$ cat src/rtl/sdr_chk_pkg.sv
// sdr_chk_pkg: command/error encodings, timer width and pin-pattern decode for the SDRAM command checker.
package sdr_chk_pkg;

    localparam int TMR_W = 8;

    typedef enum logic [2:0] {
        CMD_NOP,
        CMD_ACT,
        CMD_READ,
        CMD_WRITE,
        CMD_PRE,
        CMD_REF,
        CMD_MRS,
        CMD_BST
    } cmd_e;

    typedef enum logic [3:0] {
        ERR_NONE,
        ERR_TRFC,
        ERR_ACT_OPEN,
        ERR_TRP,
        ERR_RW_IDLE,
        ERR_TRCD,
        ERR_REF_OPEN,
        ERR_MRS_OPEN,
        ERR_MRS_VAL
    } err_e;

    // {cs_n, ras_n, cas_n, we_n}
    localparam logic [3:0] PIN_NOP   = 4'b0111;
    localparam logic [3:0] PIN_ACT   = 4'b0011;
    localparam logic [3:0] PIN_READ  = 4'b0101;
    localparam logic [3:0] PIN_WRITE = 4'b0100;
    localparam logic [3:0] PIN_PRE   = 4'b0010;
    localparam logic [3:0] PIN_REF   = 4'b0001;
    localparam logic [3:0] PIN_MRS   = 4'b0000;
    localparam logic [3:0] PIN_BST   = 4'b0110;

    function automatic cmd_e decode_cmd(input logic [3:0] p);
        return (p[3] || p == PIN_NOP) ? CMD_NOP   :
               (p == PIN_ACT)         ? CMD_ACT   :
               (p == PIN_READ)        ? CMD_READ  :
               (p == PIN_WRITE)       ? CMD_WRITE :
               (p == PIN_PRE)         ? CMD_PRE   :
               (p == PIN_REF)         ? CMD_REF   :
               (p == PIN_MRS)         ? CMD_MRS   :
               (p == PIN_BST)         ? CMD_BST   : CMD_NOP;
    endfunction

endpackage

$ cat src/rtl/sdr_bank_tracker.sv
// sdr_bank_tracker: one SDRAM bank's open/idle state, open row and tRCD/tRP countdown timers.
module sdr_bank_tracker
    import sdr_chk_pkg::*;
#(
    parameter int TRCD_CK = 3,
    parameter int TRP_CK  = 3
) (
    input  logic        clk_i,
    input  logic        rst_ni,
    input  logic        act_i,
    input  logic        pre_i,
    input  logic [12:0] row_i,
    output logic        open_o,
    output logic [12:0] row_o,
    output logic        trcd_zero_o,
    output logic        trp_zero_o
);

    logic             open_q, open_d;
    logic [12:0]      row_q, row_d;
    logic [TMR_W-1:0] trcd_q, trcd_d;
    logic [TMR_W-1:0] trp_q, trp_d;

    // Timers load on their command and otherwise count down, saturating at zero.
    always_comb begin
        open_d = act_i ? 1'b1 : pre_i ? 1'b0 : open_q;
        row_d  = act_i ? row_i : row_q;
        trcd_d = act_i ? TMR_W'(TRCD_CK - 1) : trcd_q - TMR_W'(trcd_q != '0);
        trp_d  = pre_i ? TMR_W'(TRP_CK - 1) : trp_q - TMR_W'(trp_q != '0);
    end

    always_ff @(posedge clk_i) begin
        if (!rst_ni) begin
            open_q <= 1'b0;
            row_q  <= '0;
            trcd_q <= '0;
            trp_q  <= '0;
        end else begin
            open_q <= open_d;
            row_q  <= row_d;
            trcd_q <= trcd_d;
            trp_q  <= trp_d;
        end
    end

    assign open_o      = open_q;
    assign row_o       = row_q;
    assign trcd_zero_o = trcd_q == '0;
    assign trp_zero_o  = trp_q == '0;

endmodule

$ cat config.mk
export PLATFORM = sky130hd
export DESIGN_NAME = sdr_bank_tracker
export DESIGN_NICKNAME = d
export VERILOG_FILES = /design/src/rtl/sdr_chk_pkg.sv /design/src/rtl/sdr_bank_tracker.sv
export SDC_FILE = /design/constraint.sdc
export NUM_CORES = 1
export LEC_CHECK = 0
export CORE_UTILIZATION = 47
export DETAILED_ROUTE_END_ITERATION = 10
export GPL_ROUTABILITY_DRIVEN = 1
export PLACE_DENSITY = 0.78
export SYNTH_ARGS = -nofsm -noshare
export SYNTH_HDL_FRONTEND = slang
export SYNTH_SLANG_ARGS = --single-unit
$ cat constraint.sdc
create_clock -name clk_i -period 2.6 [get_ports clk_i]
set_input_delay 0.65 -clock clk_i [delete_from_list [all_inputs] [get_ports clk_i]]
set_output_delay 0.65 -clock clk_i [all_outputs]
set_load 0.005 [all_outputs]
==> results of run 1 <==
worst paths after layout:
path,to,start,cells after the start,slack [ps]
setup reg to reg,trp_q[4],trp_q[5],7,610
setup / recovery,trcd_zero_o,trcd_q[3],5,150
hold reg to reg,trcd_q[7],trcd_q[7],2,490
hold / removal,trcd_q[7],trcd_q[7],2,490
registers in the layout (all words and copies together), names as in the netlist:
register / count
row_o: 13
trcd_q: 8
trp_q: 8
open_o: 1
routing by layer:
layer | vias up | global-route usage | share of wire
li1 | 513 | - | -
met1 | 447 | 0.206 | 0.41
met2 | 33 | 0.300 | 0.49
met3 | 7 | 0.136 | 0.077
met4 | 0 | 0.114 | 0.021
met5 | - | 0 | 0
logic make-up after synthesis:
kind of cell | count (synthesis) | share of synthesized area
adder cells (fa/ha/maj) | 6 | 0.0599
XOR/XNOR | 4 | 0.0279
multiplexers | 13 | 0.104
AO/OA/AOI/OAI | 19 | 0.0838
AND/OR/NAND/NOR | 43 | 0.207
flip-flops | 30 | 0.479
buffers and inverters | 13 | 0.0389
cell type report:
type	count	area [um^2]
clock buffer	7	45.0
fill	191	816
inverter	10	37.5
multi-input combinational	85	617
sequential	30	609
tap	30	37.5
timing repair buffer	34	338
timing repair:
| action | CTS | global route |
|---|---|---|
| resized for setup | 5 | 4 |
| pin swaps | 1 | 0 |
| endpoints found under the setup margin | 1 | 2 |
| setup buffers | 1 | 0 |
power by group through the flow:
stage	clock network, uW	logic (uW)	registers, uW
final	248	973	683
after global routing	284	1090	699
after CTS	257	950	676
after detailed placement	0	885	680
after global placement	0	828	667
after floorplan	0	635	656
cells in the mapped netlist:
library cell  number
nand2_1            3
o21ai_0            6
buf_1              1
or4_4              2
o31ai_1            2
or3_1              8
nor3b_1            2
dfxtp_1           30
a21oi_1            9
or4_1              2
a21boi_0           2
inv_1             10
xnor2_1            4
ha_1               6
nor2_1             7
nor2b_1           14
nor4_1             2
nand2b_1           3
mux2i_1           13
clkbuf_1           2
worst min-delay path, delay by kind of cell, from the launching register on:
family | cells | cell delay (ps)
flip-flops | 1 | 330
AO/OA/AOI/OAI | 2 | 120
through the flow:
stage | hold slack, ps | total power (uW)
2_1_floorplan | 452 | 1290
3_5_place_dp | 483 | 1560
3_3_place_gp | 469 | 1490
4_1_cts | 496 | 1880
6_report | 490 | 1900
5_1_grt | 518 | 2070
==> results.ini, run 1 <==
[final_layout]
antenna_cells = 0
fin_nets = 189
most-common-layout-cells = clkdlybuf4s50_1 (31), dfxtp_1 (25), nor2b_1 (14)
syn2layout_area_growth_pct = 34.3
stdcell_count = 196
final_area_um2 = 1680
layout_commonest_cell = clkdlybuf4s50_1
drive_gt1_frac = 0.0964
utilization = 0.674

[clocking]
cts-root-buf = clkbuf_4
clk_pin_slew_ps = 90
ctsHoldBuffers = 0
clockBufferDepth = 2
tritoncts = built
clock_latency_ps = 320
h-tree-depth = 2
cts_inserted_buffers = 5
cts_sinks = 30

[timing]
clock.fmax_mhz = 408
setup_tns_ps = 0
worst_slack_ps = 148
slew_headroom = 0.656
post-route-period-util = 0.943
maxSlewViolCount = 0
rsz0062_at_grt = no
period_needed_ps = 2450
fin_worst_skew_ps = 9.04
finalHoldViolCount = 0
final-setup-viol-count = 0
tightest_slew_ps = 514

[floorplan]
die_y_um = 53.6
row_count = 18
die-area_um2 = 2880
initial_core_util = 0.502
core_um2 = 2500
die_width_um = 53.6
boundaryPins = 33

[place]
postPlaceCellArea_um2 = 1610
dp_hpwl_um = 1780
globalplace.congestion = 0.739
io_buffers = 32
place_ws_ps = 285
dp.cells = 188

[critical_path]
cp_slowest_cell = clkdlybuf4s50_1
path_delay_family = simple AND/OR/NAND/NOR gates
cp_cell_sequence = or3_4, nor2_1, nand2_1, inv_1, clkdlybuf4s50_1
cp.required_ps = 1950
crit_fanout = 5
critPathCaptureType = output pin
crit_path_start_kind = register
max_stage_delay_ps = 490
crit_type = register to output pin
arrival_ps = 1800
worst-path-buf-inv = 2

[power]
switching_share = 0.365
irDropWorstVdd_mv = 0.657
p_per_area_nw_per_um2 = 1130
pwr-share-comb = 0.511
p_leak_uw = 0.000709
power_switching_uw = 695
p_int_uw = 1210
power_frac_seq = 0.359
power_frac_clock = 0.130

[global_routing]
overflow = 0
antenna_found_initial = 0
grt_pass1_vias = 935
grt_pass1_wl_um = 3840
grt_start_max_net_pins = 19
grt_use_total = 0.200

[min_path]
worstHoldPathType = register to register

[job]
maxCapViolCount = 0

[routing]
drt-total-wl_um = 2530
via_count = 1000
routedWlPerCell_um = 12.9
drt-pass1-iter-count = 4
drc = 0
vias_per_cell = 5.10
drt_iter0_drc = 14
postRouteAntennaNets = 0

[synth]
synth_area_leaders = dfxtp_1 (48%), mux2i_1 (10%), nor2b_1 (7.0%)
syn_avg_cell_area_um2 = 9.79
synth_nets = 151
seq_area_frac_synth = 0.479
syn-cell-area_um2 = 1250
syn_inst = 128
synth_top_area_cell = dfxtp_1
yosysWarnings = 0
netlist.area_leader.share = 0.479
yosysUniqueCellTypes = 20
ys_seq_elements = 30

[status]
status = completed

(Power assumes the default switching activity.)
==> inputs of run 2 (changes only) <==
CAP_MARGIN = 20   (was not set)
SLEW_MARGIN = 5   (was not set)
==> results of run 2 <==
The final DEF is identical to that of run 1; final timing and power are the same.
==> inputs of run 3 (changes only) <==
CORE_ASPECT_RATIO = 0.7   (was not set)
==> run 3 against run 2 <==
Against the previous run: sequential share of layout area down 1.5 points; clock-buffer cell count decreased by 1; register-to-register slack got worse by 20 ps; cell count grew 2.0%; clock power grew 43%; power up 4.7%; routed wire length down 1.3%; via count shrank 1.0%; combinational power down 0.9%; flip-flop and latch count is the same; sequential power decreased by 1%; die area is 0.12% higher; critical path type unchanged; largest cell class unchanged; largest power group unchanged.
==> results.ini, run 3 (synthesized netlist as in run 1, its figures left out) <==
[status]
status = completed

[place]
globalplace.congestion = 0.799
dp.cells = 193
dp_hpwl_um = 1820
io_buffers = 32

[timing]
slew_headroom = 0.663
final-setup-viol-count = 0
fin_worst_skew_ps = 5.63
period_needed_ps = 2520
finalHoldViolCount = 0
post-route-period-util = 0.970
clock.fmax_mhz = 397
tightest_slew_ps = 501
setup_tns_ps = 0
holdWs_ps = 492
rsz0062_at_grt = no
maxSlewViolCount = 0

[power]
irDropWorstVdd_mv = 0.452
p_leak_uw = 0.000722
p_per_area_nw_per_um2 = 1150

[critical_path]
cp.depth = 4
cp_cell_sequence = or4_4, nand2b_4, inv_1, clkdlybuf4s50_1
max_stage_delay_ps = 540
worst-path-buf-inv = 2
path_delay_family = simple AND/OR/NAND/NOR gates
cp_slowest_cell = or4_4
crit_type = register to output pin
critPathCaptureType = output pin
arrival_ps = 1870
reg2reg_depth = 7
crit_fanout = 5
crit_path_start_kind = register
cp.required_ps = 1950

[floorplan]
initial_core_util = 0.502
core_um2 = 2500
row_count = 15
die-area_um2 = 2880
die_y_um = 45.2
die_width_um = 63.7
boundaryPins = 33

[routing]
drt-total-wl_um = 2500
vias_per_cell = 4.95
routedWlPerCell_um = 12.5
postRouteAntennaNets = 0
drc = 0
drt_iter0_drc = 81
drt-pass1-iter-count = 4
via_count = 990

[clocking]
cts-root-buf = clkbuf_8
tritoncts = built
clockBufferDepth = 2
clk_pin_slew_ps = 60
h-tree-depth = 2
cts_inserted_buffers = 5
cts_sinks = 30
ctsHoldBuffers = 0
clock_latency_ps = 270

[global_routing]
grt_pass1_wl_um = 4040
grt_pass1_vias = 886
grt_start_max_net_pins = 11
antenna_found_initial = 0
overflow = 0
grt_use_total = 0.192

[final_layout]
syn2layout_area_growth_pct = 38.0
drive_gt1_frac = 0.0723
utilization = 0.693
most-common-layout-cells = clkdlybuf4s50_1 (32), dfxtp_1 (30), nor2b_1 (14)
largest_reg_flops = 13
layout_commonest_cell = clkdlybuf4s50_1
fin_nets = 190
stdcell_count = 200
antenna_cells = 0

[min_path]
holdPathStages = 2
worstHoldPathType = register to register

[job]
maxCapViolCount = 0

-- run 3: where the power goes --
part	internal [uW]	leakage (uW)	total [uW]	switching (uW)
sequential	576	0.000247	675	99.2
combinational	525	0.000432	964	439
clock	203	0.0000431	355	152
-- run 3: per-layer routing --
metal,GRT usage,vias to the layer above,wire length (um),share of wire
li1,-,514,-,-
met1,0.237,444,1200,0.48
met2,0.300,29,1110,0.45
met3,0.0960,3,158,0.063
met4,0.0545,0,27,0.011
met5,0,-,0,0
-- run 3: per-stage QoR --
| stage | area (um^2) | setup slack, ps | total power (uW) |
|---|---|---|---|
| after detailed placement | 1630 | 300 | 1570 |
| after CTS | 1720 | 35.0 | 1970 |
| after global placement | 1630 | 327 | 1520 |
| final | 1730 | 78.8 | 1990 |
| after global routing | 1730 | 4.75 | 2150 |
| after floorplan | 1250 | 698 | 1290 |
-- run 3: final cells by class --
cell class | instances | area [um^2]
Fill cell | 195 | 766
Multi-Input combinational cell | 85 | 612
Sequential cell | 30 | 601
Timing Repair Buffer | 35 | 355
Clock buffer | 6 | 82.6
Tap cell | 34 | 42.5
Inverter | 10 | 37.5
-- run 3: repair_timing --
item                       in CTS  in global routing
setup endpoints to repair       1                  1
pin swaps                       0                  1
setup buffers                   0                  1
gates resized for setup         1                  0
-- run 3: path summary, 6_finish.rpt --
| kind | startpoint | endpoint | slack (ps) |
|---|---|---|---|
| max | trp_q[3] | trp_zero_o | 80 |
| max reg2reg | trp_q[3] | trp_q[4] | 590 |
| min reg2reg | trcd_q[7] | trcd_q[7] | 490 |
| min | trcd_q[7] | trcd_q[7] | 490 |
-- run 3: tightest hold or removal path: stages (launching register included) --
cell and delay (ps):
dfxtp_1 320, o31ai_1 60, a21oi_1 60
==> patch 1, RTL diff (config.mk and constraints of run 3) <==
The package constant `TMR_W` goes from 8 to 10.
--- a/src/rtl/sdr_chk_pkg.sv
+++ b/src/rtl/sdr_chk_pkg.sv
@@ -2,5 +2,5 @@
 package sdr_chk_pkg;
 
-    localparam int TMR_W = 8;
+    localparam int TMR_W = 10;
 
     typedef enum logic [2:0] {
Behaviour: no difference found for any inputs over 10 cycles, from zero or initial values and one cycle with rst_ni low; that may be too few to reach the edited logic, so the function may still have changed.
==> patch 1 against run 3 <==
Sequential cell count grew 4; critical endpoint unchanged; sequential power grew 19%; sequential share of layout area up 1.2 points; combinational power is 16% higher; routed wire length grew 20%; critical path depth did not move; count of clock-buffer cells in the layout is the same; power up 16%; worst setup slack gained 0.027 ns; highest routed layer unchanged; design area rose by 9.5%; area after synthesis up 15%; critical path type unchanged; synthesized cell count rose by 19%; cell count rose by 12%.
==> patch 1: results (changes against run 3) <==
Run status
  – Status: finished, final reports clean

GRT
  – Met1 Use GR: 0.2489 (+0.01212)
  – Met2 Usage GRT: 0.3366 (+0.03660)
  – Total GRT Usage: 0.2140 (+0.02178)
  – First-pass GRT wire length: 5.168 mm (+28%)
  – M3 GR Usage: 0.09906 (+0.003097)

Worst setup path
  – Internal reg-to-reg setup slack: 0.37 ns (-0.22 ns)
  – Worst Path Max Fanout: 4 (-1)
  – R2R cell count: 8 (+1)
  – Reg2reg end: trcd_q[6]
  – RR Startpoint: trcd_q[5]
  – Crit-path max cell delay: 0.49 ns (-0.05 ns)
  – Data arrival, critical path: 1.84 ns (-0.03 ns)
  – Critical path's slowest cell: clkdlybuf4s50_1

Routing
  – M1 WL: 1.411 mm (+18%)
  – Starting DRT DRC Count: 49 (-40%)
  – Vias per inst: 5.354 (+8.2%)
  – Via count: 1194 (+21%)
  – Routed met2 length: 1.366 mm (+23%)
  – Met3 wire length: 174 um (+10%)

Synthesis
  – Top cells by instance count after synthesis: 34 x dfxtp_1, 15 x nor2b_1, 14 x mux2i_1, 13 x a21oi_1, 9 x or3_1
  – Mean Syn Cell Area: 9.507 sq um (-2.9%)
  – Post-synth cell types: 26 (+30%)
  – Sequential fraction of the synthesis area: 0.4710 (-0.008046)

STA
  – Relative slew slack: 0.7462 (+0.08320)

Clocking
  – Resized cells post-CTS: 0 (-1)

Power and ir drop
  – Worst VDD drop: 0.0004800 V (+6.3%)
  – Leak pwr: 0.7793 nW (+7.9%)

Cells and area
  – Nets: 209 (+10%)
[patch 1: cell types whose count changed after synthesis, sizes merged, moves of 3 or more]
cell   before  now
dfxtp      30   34
a21oi       9   13
or3         8   12
and3        0    3
nor3        0    4
[patch 1: worst max path at each step]
stage	from	cells after the start	to	slack [ns]
floorplan	trcd_q[5]	8	trcd_q[6]	0.58
global placement	trcd_q[5]	4	trcd_zero_o	0.36
detailed placement	trcd_q[5]	4	trcd_zero_o	0.33
CTS	trcd_q[5]	4	trcd_zero_o	0.01
global route	trp_q[6]	4	trp_zero_o	0.03
finish	trp_q[6]	4	trp_zero_o	0.11
[patch 1: kinds of logic (layout without fill, tap and decap cells)]
family	Yosys count	count (layout)	synth area share
AO/OA/AOI/OAI	27	27	0.1039
XOR/XNOR	2	2	0.01212
adder cells (fa/ha/maj)	4	4	0.03463
buffers and inverters	13	48	0.03463
flip-flops	34	34	0.4710
multiplexers	15	15	0.1048
AND/OR/NAND/NOR	57	57	0.2390
[patch 1: worst reg2reg max path: stages (launching register included)]
cell     delay [ns]
dfxtp_1        0.42
or3_4          0.18
nor2_2         0.04
nand3_1        0.07
ha_1           0.18
ha_1           0.21
or4b_4         0.50
or3_2          0.42
a21oi_1        0.15
[patch 1: stage by stage]
step	power (mW)	instance area, sq um
6_report	2.305	1894
2_1_floorplan	1.575	1445
3_3_place_gp	1.821	1805
5_1_grt	2.498	1894
4_1_cts	2.285	1888
3_5_place_dp	1.902	1805
[patch 1: area by class of cell]
class | instances | area [sq um]
fillers | 214 | 968.4
multi-input cells | 105 | 720.7
flip-flops and latches | 34 | 680.7
repair buffers | 34 | 335.3
clock buffers | 6 | 82.58
well taps | 36 | 45.04
inverters | 8 | 30.03
==> patch 2, RTL diff (settings of run 3) <==
Without the edit above. Reset style: asynchronous (`rst_ni`), changed in one clocked block.
--- a/src/rtl/sdr_bank_tracker.sv
+++ b/src/rtl/sdr_bank_tracker.sv
@@ -30,5 +30,5 @@
     end
 
-    always_ff @(posedge clk_i) begin
+    always_ff @(posedge clk_i or negedge rst_ni) begin
         if (!rst_ni) begin
             open_q <= 1'b0;
Formal check against the unedited RTL: differs if rst_ni is asserted again (counterexample within 4 cycles, from zero or initial values and one cycle with rst_ni low); with rst_ni held inactive, the same outputs for 10 cycles.
==> patch 2 against run 3 <==
Utilization rose by 0.70 points; critical path depth is the same; worst setup slack gained 0.053 ns; register-to-register slack improved by 0.07 ns; design area is 4.0% higher; area after synthesis rose by 6.1%; sequential cell count unchanged; power down 9.6%; routed wire length rose by 11%.
==> patch 2: results (changes against run 3) <==
Synthesis
  – Mean Syn Cell Area: 12.09 sq um (+23%)
  – Syn Nets: 133 (-12%)
  – Top cells by instance count after synthesis: 30 x dfrtp_1, 15 x mux2_2, 10 x nor2_1, 7 x inv_1
  – Sequential fraction of the synthesis area: 0.5644 (+0.08540)
  – Ys async rst share: 1.000 (+1.000)
  – Post-synth cell types: 18 (-10%)
  – Ys flop type: dfrtp_1
  – Yosys warning count: 0 (unchanged)
  – Synth top area cells: dfrtp_1 56%, mux2_2 13%, ha_1 5.6%

Worst setup path
  – R2R cell count: 7 (unchanged)
  – Crit-path max cell delay: 0.49 ns (-0.05 ns)
  – RR Startpoint: trcd_q[2]
  – Reg2reg end: trcd_q[4]
  – Internal reg-to-reg setup slack: 0.66 ns (+0.07 ns)
  – Data arrival, critical path: 1.82 ns (-0.05 ns)
  – Critical path's slowest cell: clkdlybuf4s50_1
  – Crit path max-delay family: buffers and inverters
  – Worst Path Max Fanout: 5 (unchanged)

Place
  – GP Congestion: 0.7455 (-6.7%)
  – Final HPWL DP: 1.990 mm (+9.2%)
  – Post-DP Area: 1712 sq um (+4.8%)
  – Place WS: 0.3807 ns (+0.08057 ns)
  – PortBufs: 32 (unchanged)

STA
  – Endpoints failing setup: 0 (unchanged)
  – Worst hold slack: 0.4945 ns (+0.002386 ns)
  – Tcrit/Tclk final: 0.9491 (-0.02055)
  – Slew @ Worst Pin: 0.3631 ns (-0.1379 ns)
  – Worst Skew: 0.002172 ns (-0.003459 ns)

Hold path
  – Hold Path End: open_o
  – Worst hold stages: 1 (-1)
  – Hold_sp: open_o

Routing
  – Via count: 936 (-5.5%)
  – Routed met2 length: 1.374 mm (+23%)
  – M1 WL: 1.222 mm (+2.2%)
  – Met3 wire length: 117 um (-26%)
  – Starting DRT DRC Count: 25 (-69%)
  – Routed len/inst: 15.11 um (+21%)
  – Top layer in use: met4
  – Drt pass-1 iters: 4 (unchanged)

Clocking
  – Number of buffers created by CTS: 5 (unchanged)
  – Root buffer cell: clkbuf_8
  – Worst-path clk slew: 0.06 ns (about the same)
  – CTS H-Tree Depth: 2 (unchanged)

GRT
  – Initial antenna violation count: 0 (unchanged)
  – First-pass GRT wire length: 4.347 mm (+7.5%)
  – Vias in the first global route: 972 (+9.7%)
  – Pin count of the biggest net entering global routing: 31 (+20)
  – Total GRT Usage: 0.2094 (+0.01710)

Run status
  – Status: finished, final reports clean

Cells and area
  – Layout cell share with drive strength beyond 1: 0.2000 (+0.1277)
  – Nets: 173 (-8.9%)
  – Max FFs per register: 13 (unchanged)
  – Final std cells w/o fill: 184 (-8.0%)
  – Diode count: 0 (unchanged)

Power and ir drop
  – Leak pwr: 0.7982 nW (+10%)
  – Pint: 1.203 mW (-7.7%)
  – Worst VDD drop: 0.0005482 V (+21%)
[patch 2: area by class of cell]
type	count	area, sq um
inverter	7	26.28
fill	186	770.7
multi-input combinational	70	554.3
clock buffer	7	76.32
tap	34	42.54
timing repair buffer	36	350.3
sequential	30	750.7
[patch 2: worst max-delay path by stage]
stage | start | end | depth (start not counted)
after floorplan | trcd_q[2] | trcd_q[4] | 7
after global placement | trp_q[4] | trp_zero_o | 4
after detailed placement | trp_q[4] | trp_zero_o | 4
after CTS | trp_q[4] | trp_zero_o | 4
after global routing | trcd_q[2] | trcd_zero_o | 4
final | trcd_q[2] | trcd_zero_o | 4
[patch 2: power groups by stage]
stage / clock, mW / combinational (mW) / sequential (mW)
after floorplan: 0 / 0.428 / 0.704
after global placement: 0 / 0.659 / 0.719
after detailed placement: 0 / 0.694 / 0.735
after CTS: 0.348 / 0.706 / 0.728
after global routing: 0.369 / 0.808 / 0.758
final: 0.343 / 0.721 / 0.739
[patch 2: cell families after synthesis]
logic type      Yosys count  synth area share
simple gates             32            0.1411
flops                    30            0.5644
mux                      15            0.1270
compound gates           13           0.05645
buf+inv                  10           0.02823
fa+ha+maj                 6           0.05644
xor+xnor                  4           0.02634
[patch 2: repair_timing]
| action | in CTS | in global routing |
|---|---|---|
| gates resized for setup | 0 | 2 |
| hold buffers | 0 | 0 |
| hold endpoints to repair | 0 | 0 |
| endpoints found under the setup margin | 0 | 2 |
[patch 2: routing by layer]
metal / up-vias / global-route usage
li1: 452 / -
met1: 452 / 0.2500
met2: 24 / 0.3340
met3: 8 / 0.07426
met4: 0 / 0.1217
met5: - / 0
